==> src/rtl/dpll_shift_scheduler.sv <==
// DPLL loop filter and shift scheduler: random-walk filter on lead/lag strobes,
// rate-limited single-cycle shift commands, divider initial-value owner, lock detect.
module dpll_shift_scheduler #(
   parameter int unsigned WIDTH    = 8,
   parameter int unsigned FILT_W   = 4,
   parameter int unsigned HOLD_W   = 4,
   parameter int unsigned LOCK_W   = 8,
   parameter int unsigned INIT_DIV = 50
) (
   input  logic              clk_i,
   input  logic              reset_i,
   input  logic              enable_i,
   input  logic              lead_i,
   input  logic              lag_i,
   input  logic [FILT_W-1:0] filt_len_i,
   input  logic [HOLD_W-1:0] holdoff_i,
   input  logic [WIDTH-1:0]  div_ratio_i,
   input  logic              load_i,
   output logic              positiveShift_o,
   output logic              negativeShift_o,
   output logic [WIDTH-1:0]  initValue_o,
   output logic              locked_o,
   output logic              busy_o
);

   typedef enum logic [1:0] {
      ST_IDLE    = 2'd0,
      ST_FILTER  = 2'd1,
      ST_SHIFT   = 2'd2,
      ST_HOLDOFF = 2'd3
   } state_t;

   state_t                r_state;
   state_t                w_nxt;
   logic signed [FILT_W:0] r_acc;
   logic signed [FILT_W:0] w_lim;
   logic                  r_dir;
   logic [HOLD_W-1:0]     r_hold;
   logic [LOCK_W-1:0]     r_lock;
   logic [LOCK_W-1:0]     w_lock_inc;
   logic                  r_pend;
   logic [WIDTH-1:0]      r_pend_val;
   logic [WIDTH-1:0]      r_init;
   logic                  r_pos;
   logic                  r_neg;
   logic                  r_locked;
   logic                  r_busy;
   logic                  w_lead;
   logic                  w_lag;
   logic                  w_hit_pos;
   logic                  w_hit_neg;
   logic                  w_defer;

   // threshold magnitude N-1, with N=0 behaving as N=1
   assign w_lim      = (filt_len_i == '0) ? '0 : $signed({1'b0, filt_len_i} - 1'b1);
   assign w_lead     = lead_i & ~lag_i;
   assign w_lag      = lag_i & ~lead_i;
   assign w_hit_pos  = w_lead && (r_acc == w_lim);
   assign w_hit_neg  = w_lag && (r_acc == -w_lim);
   assign w_lock_inc = (r_lock == '1) ? r_lock : r_lock + 1'b1;

   always_comb begin
      w_nxt = r_state;
      if (!enable_i) begin
         w_nxt = ST_IDLE;
      end else begin
         case (r_state)
            ST_IDLE:    w_nxt = ST_FILTER;
            ST_FILTER:  if (w_hit_pos || w_hit_neg) w_nxt = ST_SHIFT;
            ST_SHIFT:   w_nxt = (holdoff_i != '0) ? ST_HOLDOFF : ST_FILTER;
            ST_HOLDOFF: if (r_hold <= HOLD_W'(1)) w_nxt = ST_FILTER;
            default:    w_nxt = ST_IDLE;
         endcase
      end
   end

   // a load is deferred only while staying inside SHIFT/HOLDOFF; the edge that
   // leaves them commits the pending value
   assign w_defer = ((r_state == ST_SHIFT) || (r_state == ST_HOLDOFF)) &&
                    ((w_nxt == ST_SHIFT) || (w_nxt == ST_HOLDOFF));

   always_ff @(posedge clk_i or negedge reset_i) begin
      if (!reset_i) begin
         r_state    <= ST_IDLE;
         r_acc      <= '0;
         r_dir      <= 1'b0;
         r_hold     <= '0;
         r_lock     <= '0;
         r_pend     <= 1'b0;
         r_pend_val <= '0;
         r_init     <= WIDTH'(INIT_DIV);
         r_pos      <= 1'b0;
         r_neg      <= 1'b0;
         r_locked   <= 1'b0;
         r_busy     <= 1'b0;
      end else begin
         r_state <= w_nxt;
         r_busy  <= (w_nxt == ST_SHIFT) || (w_nxt == ST_HOLDOFF);
         r_pos   <= 1'b0;
         r_neg   <= 1'b0;

         if (!enable_i) begin
            r_acc <= '0;
         end else begin
            case (r_state)
               ST_FILTER: begin
                  if (w_hit_pos) begin
                     r_acc <= '0;
                     r_dir <= 1'b1;
                  end else if (w_hit_neg) begin
                     r_acc <= '0;
                     r_dir <= 1'b0;
                  end else if (w_lead) begin
                     r_acc <= r_acc + 1'b1;
                  end else if (w_lag) begin
                     r_acc <= r_acc - 1'b1;
                  end
               end
               ST_SHIFT: begin
                  r_pos  <= r_dir;
                  r_neg  <= ~r_dir;
                  r_hold <= holdoff_i;
                  r_acc  <= '0;
               end
               ST_HOLDOFF: r_hold <= r_hold - 1'b1;
               default:    r_acc  <= '0;
            endcase
         end

         if (w_defer) begin
            if (load_i) begin
               r_pend     <= 1'b1;
               r_pend_val <= div_ratio_i;
            end
         end else if (load_i) begin
            r_init <= div_ratio_i;
            r_pend <= 1'b0;
         end else if (r_pend) begin
            r_init <= r_pend_val;
            r_pend <= 1'b0;
         end

         if ((r_state == ST_IDLE) || (w_nxt == ST_IDLE) || (w_nxt == ST_SHIFT)) begin
            r_lock   <= '0;
            r_locked <= 1'b0;
         end else if ((r_state == ST_FILTER) || (r_state == ST_HOLDOFF)) begin
            r_lock   <= w_lock_inc;
            r_locked <= (w_lock_inc == '1);
         end
      end
   end

   assign positiveShift_o = r_pos;
   assign negativeShift_o = r_neg;
   assign initValue_o     = r_init;
   assign locked_o        = r_locked;
   assign busy_o          = r_busy;

endmodule

==> config.mk <==
export PLATFORM = sky130hd
export DESIGN_NAME = dpll_shift_scheduler
export DESIGN_NICKNAME = d
export VERILOG_FILES = /design/src/rtl/dpll_shift_scheduler.sv
export SDC_FILE = /design/constraint.sdc
export NUM_CORES = 1
export LEC_CHECK = 0
export BUFFER_PORTS_ARGS = -buffer_cell sky130_fd_sc_hd__buf_2
export CORE_ASPECT_RATIO = 1.5
export CORE_UTILIZATION = 62
export CTS_CLUSTER_DIAMETER = 60
export DETAILED_ROUTE_END_ITERATION = 7
export GPL_ROUTABILITY_DRIVEN = 1
export PLACE_DENSITY = 0.88
export SLEW_MARGIN = 20
export SYNTH_ARGS = -nofsm -noshare
export SYNTH_HDL_FRONTEND = slang
export SYNTH_SLANG_ARGS = --single-unit
export TNS_END_PERCENT = 1
==> constraint.sdc <==
create_clock -name clk_i -period 4.5 [get_ports clk_i]
set_input_delay 0.9 -clock clk_i [delete_from_list [all_inputs] [get_ports clk_i]]
set_output_delay 0.9 -clock clk_i [all_outputs]
set_load 0.02 [all_outputs]
# After elaboration in Yosys (flattened, before gate mapping)
# Cells that the tools add are included.
# totals
reg_bits,41
input_bits,22
out_inout_bits,12
elab_cells,87
# classes
add_sub_neg,6
order_cmp,1
n_eq_ne,12
muxes,28
bitwise,6
reduce_logical,22
# op_table
cell,n
8-bit 2-to-1 mux,5
5-bit 2-to-1 mux,6
"8-bit == test, second input constant",2
5-bit == test,2
1-bit 2-to-1 mux,10
5-bit one-hot mux with 2 select lines,1
"8-bit by 1-bit adder with 8-bit output, second input constant",1
"2-bit == test, second input constant",4
2-bit 2-to-1 mux,4
2-bit one-hot mux with 4 select lines,1
4-bit one-hot mux with 2 select lines,1
2-bit AND reduction,4
2-bit nonzero test,4
1-bit logical OR,6
"6-bit != test, second input constant",1
"5-bit by 1-bit adder with 5-bit output, second input constant",1
5-bit negation,1
"4-bit by 1-bit subtractor with 5-bit output, second input constant",1
"5-bit by 1-bit subtractor with 5-bit output, second input constant",1
"4-bit by 1-bit less-or-equal comparator with 1-bit output, second input constant",1
2-bit logical NOT,2
4-bit logical NOT,1
"2-bit != test, second input constant",2
1-bit inverter,4
other kinds (6),9

# Longest topological paths before layout
# depth
ltp_word,14
depth_mapped,11
depth_no_buf,9

# Worst setup path after synthesis
# OpenSTA, ideal clock, no wires.
# synth_timing
kind,input-to-reg
startpoint,input port filt_len_i[3]
endpoint,register r_lock[1]
setup_time_ns,0.135
arrival_ns,2.635
required_time_ns,4.365
path_slack_ns,1.730
stages,11
path_buffers,2
cell_sequence,buf_2 nor3_1 or2_1 ha_1 xor2_1 nor3_1 nand4_1 and2_1 buf_2 a41oi_1 o21ai_0
# synth_between
elab_chain_cells,13
word_cells_on_any_way,18
classes_between,2 x add/sub; 3 x eq/ne; 5 x mux; 8 x reduce/logical
# synth_lines
element,line_no,rtl
from (decl),15,"input logic [FILT_W-1:0] filt_len_i,"
4-bit by 1-bit subtractor with 5-bit output / 4-bit logical NOT (equally long branches),55,"assign w_lim = (filt_len_i == '0) ? '0 : $signed({1'b0, filt_len_i} - 1'b1);"
5-bit 2-to-1 mux (*),55,
5-bit negation,59,assign w_hit_neg = w_lag && (r_acc == -w_lim);
5-bit == test,59,
1-bit logical AND,59,
1-bit logical OR (*),69,ST_FILTER: if (w_hit_pos || w_hit_neg) w_nxt = ST_SHIFT;
2-bit 2-to-1 mux (*),69,
2-bit one-hot mux with 4 select lines (*),67,case (r_state)
2-bit 2-to-1 mux (*),64,if (!enable_i) begin
2-bit logical NOT,143,if ((r_state == ST_IDLE) || (w_nxt == ST_IDLE) || (w_nxt == ST_SHIFT)) begin
1-bit logical OR,143,
1-bit logical OR (*),143,
8-bit 2-to-1 mux / 2-bit nonzero test (equally long branches),-,
to (signal assigned),147,r_lock <= w_lock_inc;
to (decl),39,logic [LOCK_W-1:0] r_lock;
# Every way passes the cells marked *; elsewhere a longest branch is shown, timed or not.
# A chain may end at the register's enable or synchronous reset.

# Worst setup path in the final report
# layout_timing
startpoint,input port filt_len_i[0]
endpoint,register r_lock[5]
# Same word-level chain as after synthesis.

==> results by group <==
Clock tree
  • Max clock buf depth: 2
  • CTS tree: built
  • Worst skew pair latency: 0.29 ns
  • Clk slew on worst S/H paths: 0.07 ns
  • CTS buffer count: 5
  • Root buffer cell: clkbuf_8
  • CTS resizes: 0
  • Clock net sink count: 41
  • Post-CTS Setup Bufs: 0
  • H-tree depth: 2
  • CTS Hold Bufs: 0

Floorplan
  • Full die area: 4220 sq um
  • Starting density of the core: 66.1%
  • Die Wd: 53.4 um
  • Row count: 27
  • Core area: 3720 sq um
  • Die extent in y: 79.1 um
  • Io pins: 34

Worst setup path
  • Crit path buf inv count: 1
  • R2r setup slk: 2.07 ns
  • FF-to-FF End: r_pend_val[0]
  • Worst reg2reg path startpoint: r_state[0]
  • CP peak stage delay: 0.35 ns
  • Sequence of cells on the critical path: buf_2 > or2_1 > o21a_1 > ha_1 > xor2_1 > nor3_1 > nand4_1 > and2_1 > o21ai_1 > o211ai_1
  • Critical path startpoint category: input port
  • Cell family with most CP delay: simple AND/OR/NAND/NOR gates
  • Worst Reg-to-Reg Cells: 5
  • CP max-delay cell: o21ai_1
  • Critical path required time: 4.66 ns
  • Worst path depth: 10
  • Maximum fanout along the worst path: 14
  • CP endpoint: r_lock[5]
  • Crit path arrival time: 3.07 ns
  • Worst setup path start: filt_len_i[0]
  • Critical Path End Type: flop
  • CP Class: input port to flop

Placed design
  • Hpwl dp: 3.90 mm
  • Final Wtd Congestion: 0.833
  • IO Port Bufs: 33
  • Total placed cells including tap cells: 333
  • Pre-CTS setup slack: 1.32 ns

Logic synthesis
  • Sequential share of the synthesized area: 41.9%
  • Top cells by area, synth: dfrtp_1 (39%), o22ai_1 (4.3%), a21oi_1 (4.3%)
  • Syn nets: 301
  • Syn Inst Count: 271
  • Share of the synthesized area in the top cell type: 38.7%
  • Yosys Warn Count: 0
  • Syn Area/Cell: 9.06 sq um
  • Flops & latches, synth: 41
  • Synth area leader: dfrtp_1
  • Post-Syn Area: 2450 sq um
  • Distinct cells, synth: 52

Timing
  • Final Setup Violations: 0
  • Final setup margin: 1.59 ns
  • RSZ-0062 raised after global routing: no
  • Final Hold Viols: 0
  • Fin Setup TNS: 0 ns
  • Fin crit share: 64.6%
  • Minimum clock period: 2.91 ns
  • Worst-margin pin slew: 0.888 ns
  • Slew Limit Fails: 0
  • Max transition margin: 40.8%
  • Fmax: 344 MHz
  • Setup Skew: 0.00410 ns

Global route
  • Largest net degree at the start of global routing: 42
  • Initial antenna violation count: 0
  • Grt total ovfl: 0
  • First-pass GRT wire length: 8.47 mm
  • Total Routing Usage GR: 27.3%
  • Vias in the first global route: 2,025

Route
  • DRT Pass-1 Iters: 4
  • Routed vias/inst: 6.28
  • Number of nets still failing antenna checks after routing: 0
  • Routed len/inst: 15.3 um
  • Vias: 2,141
  • DRC: 0
  • Iter 0 DRT Violations: 56
  • Final wirelength: 5.22 mm

Power
  • Pleak: 1.19 nW
  • Power density over the cells: 316 nW/um^2
  • Worst vdd ir: 0.299 mV
  • Tot Pwr: 0.000851 W

Final layout
  • Share of cells above drive strength 1: 19.1%
  • # nets final: 327
  • Antenna fix cells: 0
  • Layout area overhead: 9.58%
  • Post-route non-filler standard cell count: 341

Hold path
  • Hold path depth: 1
  • Min-delay worst type: flop to flop

Run status
  • Status: complete, no violations

Run
  • Max-cap viol count: 0
## layer usage
metal	track usage, %	vias to the layer above	wire, um
li1	-	1048	-
met1	27.6	1019	2040
met2	50.9	62	2850
met3	4.41	12	204
met4	13.4	0	129
met5	0	-	0
## worst min-delay path by stage
stage / start / endpoint / slack (ns)
6_report: r_dir / negativeShift_o / 0.48
5_1_grt: r_dir / negativeShift_o / 0.50
4_1_cts: r_dir / negativeShift_o / 0.49
3_5_place_dp: locked_o / locked_o / 0.48
3_3_place_gp: locked_o / locked_o / 0.46
2_1_floorplan: r_dir / negativeShift_o / 0.41
## flip-flops by register name, summed over array words and instances, names as in the netlist
signal           count
r_state              2
negativeShift_o      1
locked_o             1
r_pend_val           8
busy_o               1
r_dir                1
r_hold               4
r_acc                5
r_pend               1
positiveShift_o      1
initValue_o          8
r_lock               8
## metrics by stage
stage	cell area, sq um	util (%)	hold slack, ns
floorplan	2450	-	0.411
global placement	2610	70.2	0.463
detailed placement	2610	70.2	0.478
CTS	2690	72.4	0.490
global route	2690	72.4	0.504
finish	2690	72.4	0.483
## cells in the mapped netlist, drive strengths merged
cell type / count
a211oi: 1
a21boi: 1
a21o: 2
a21oi: 21
a22o: 1
a22oi: 1
a2bb2oi: 1
a31o: 1
a31oi: 3
a41oi: 2
and2: 4
and3: 4
and4: 1
buf: 6
clkbuf: 9
clkinv: 1
dfrtp: 38
dfstp: 3
fa: 1
ha: 7
inv: 9
mux2: 8
nand2: 26
nand2b: 3
nand3: 5
nand3b: 3
nand4: 5
nand4b: 1
nor2: 17
nor2b: 2
nor3: 9
nor4: 5
nor4b: 2
o2111ai: 1
o211ai: 6
o21a: 1
o21ai: 23
o221ai: 1
o22ai: 17
o41ai: 1
or2: 3
or2b: 1
or4: 1
xnor2: 6
xor2: 7
## layout make-up
cell class | instances | area, sq um
multi-input cells | 205 | 1320
flip-flops and latches | 41 | 1030
fillers | 296 | 1030
repair buffers | 34 | 173
clock buffers | 7 | 76.3
well taps | 43 | 53.8
inverters | 10 | 37.5
clock inverters | 1 | 5.00
## worst register-to-register path: stages, from the launching register on
cell and delay [ns]:
dfrtp_1 0.60, inv_1 0.16, o41ai_2 0.56, buf_4 0.28, or2_1 0.34, mux2_2 0.38
## cell usage in the layout (no fill, tap or decap), types with 7 or more instances in the layout
| master | instances |
|---|---|
| dfrtp_1 | 38 |
| buf_2 | 33 |
| nand2_1 | 26 |
| a21oi_1 | 21 |
| nor2_1 | 17 |
| o22ai_1 | 17 |
| o21ai_0 | 16 |
| inv_1 | 9 |
| nor3_1 | 8 |
| xor2_1 | 7 |
| mux2_2 | 7 |
| ha_1 | 7 |
## power by group
group / internal [W] / total (W) / switching [W]
clock network: 0.000109 / 0.000227 / 0.000118
registers: 0.000408 / 0.000445 / 0.0000369
logic: 0.0000787 / 0.000179 / 0.000100
## cells by family (layout without fill, tap and decap cells)
group	after synthesis	after routing	share of synthesized area [%]
fa+ha+maj	8	8	4.38
compound gates	84	84	21.1
mux	8	8	3.67
xor+xnor	13	13	4.64
simple gates	92	92	19.8
flops	41	41	41.9
buf+inv	25	52	4.48
(Power assumes the default switching activity.)
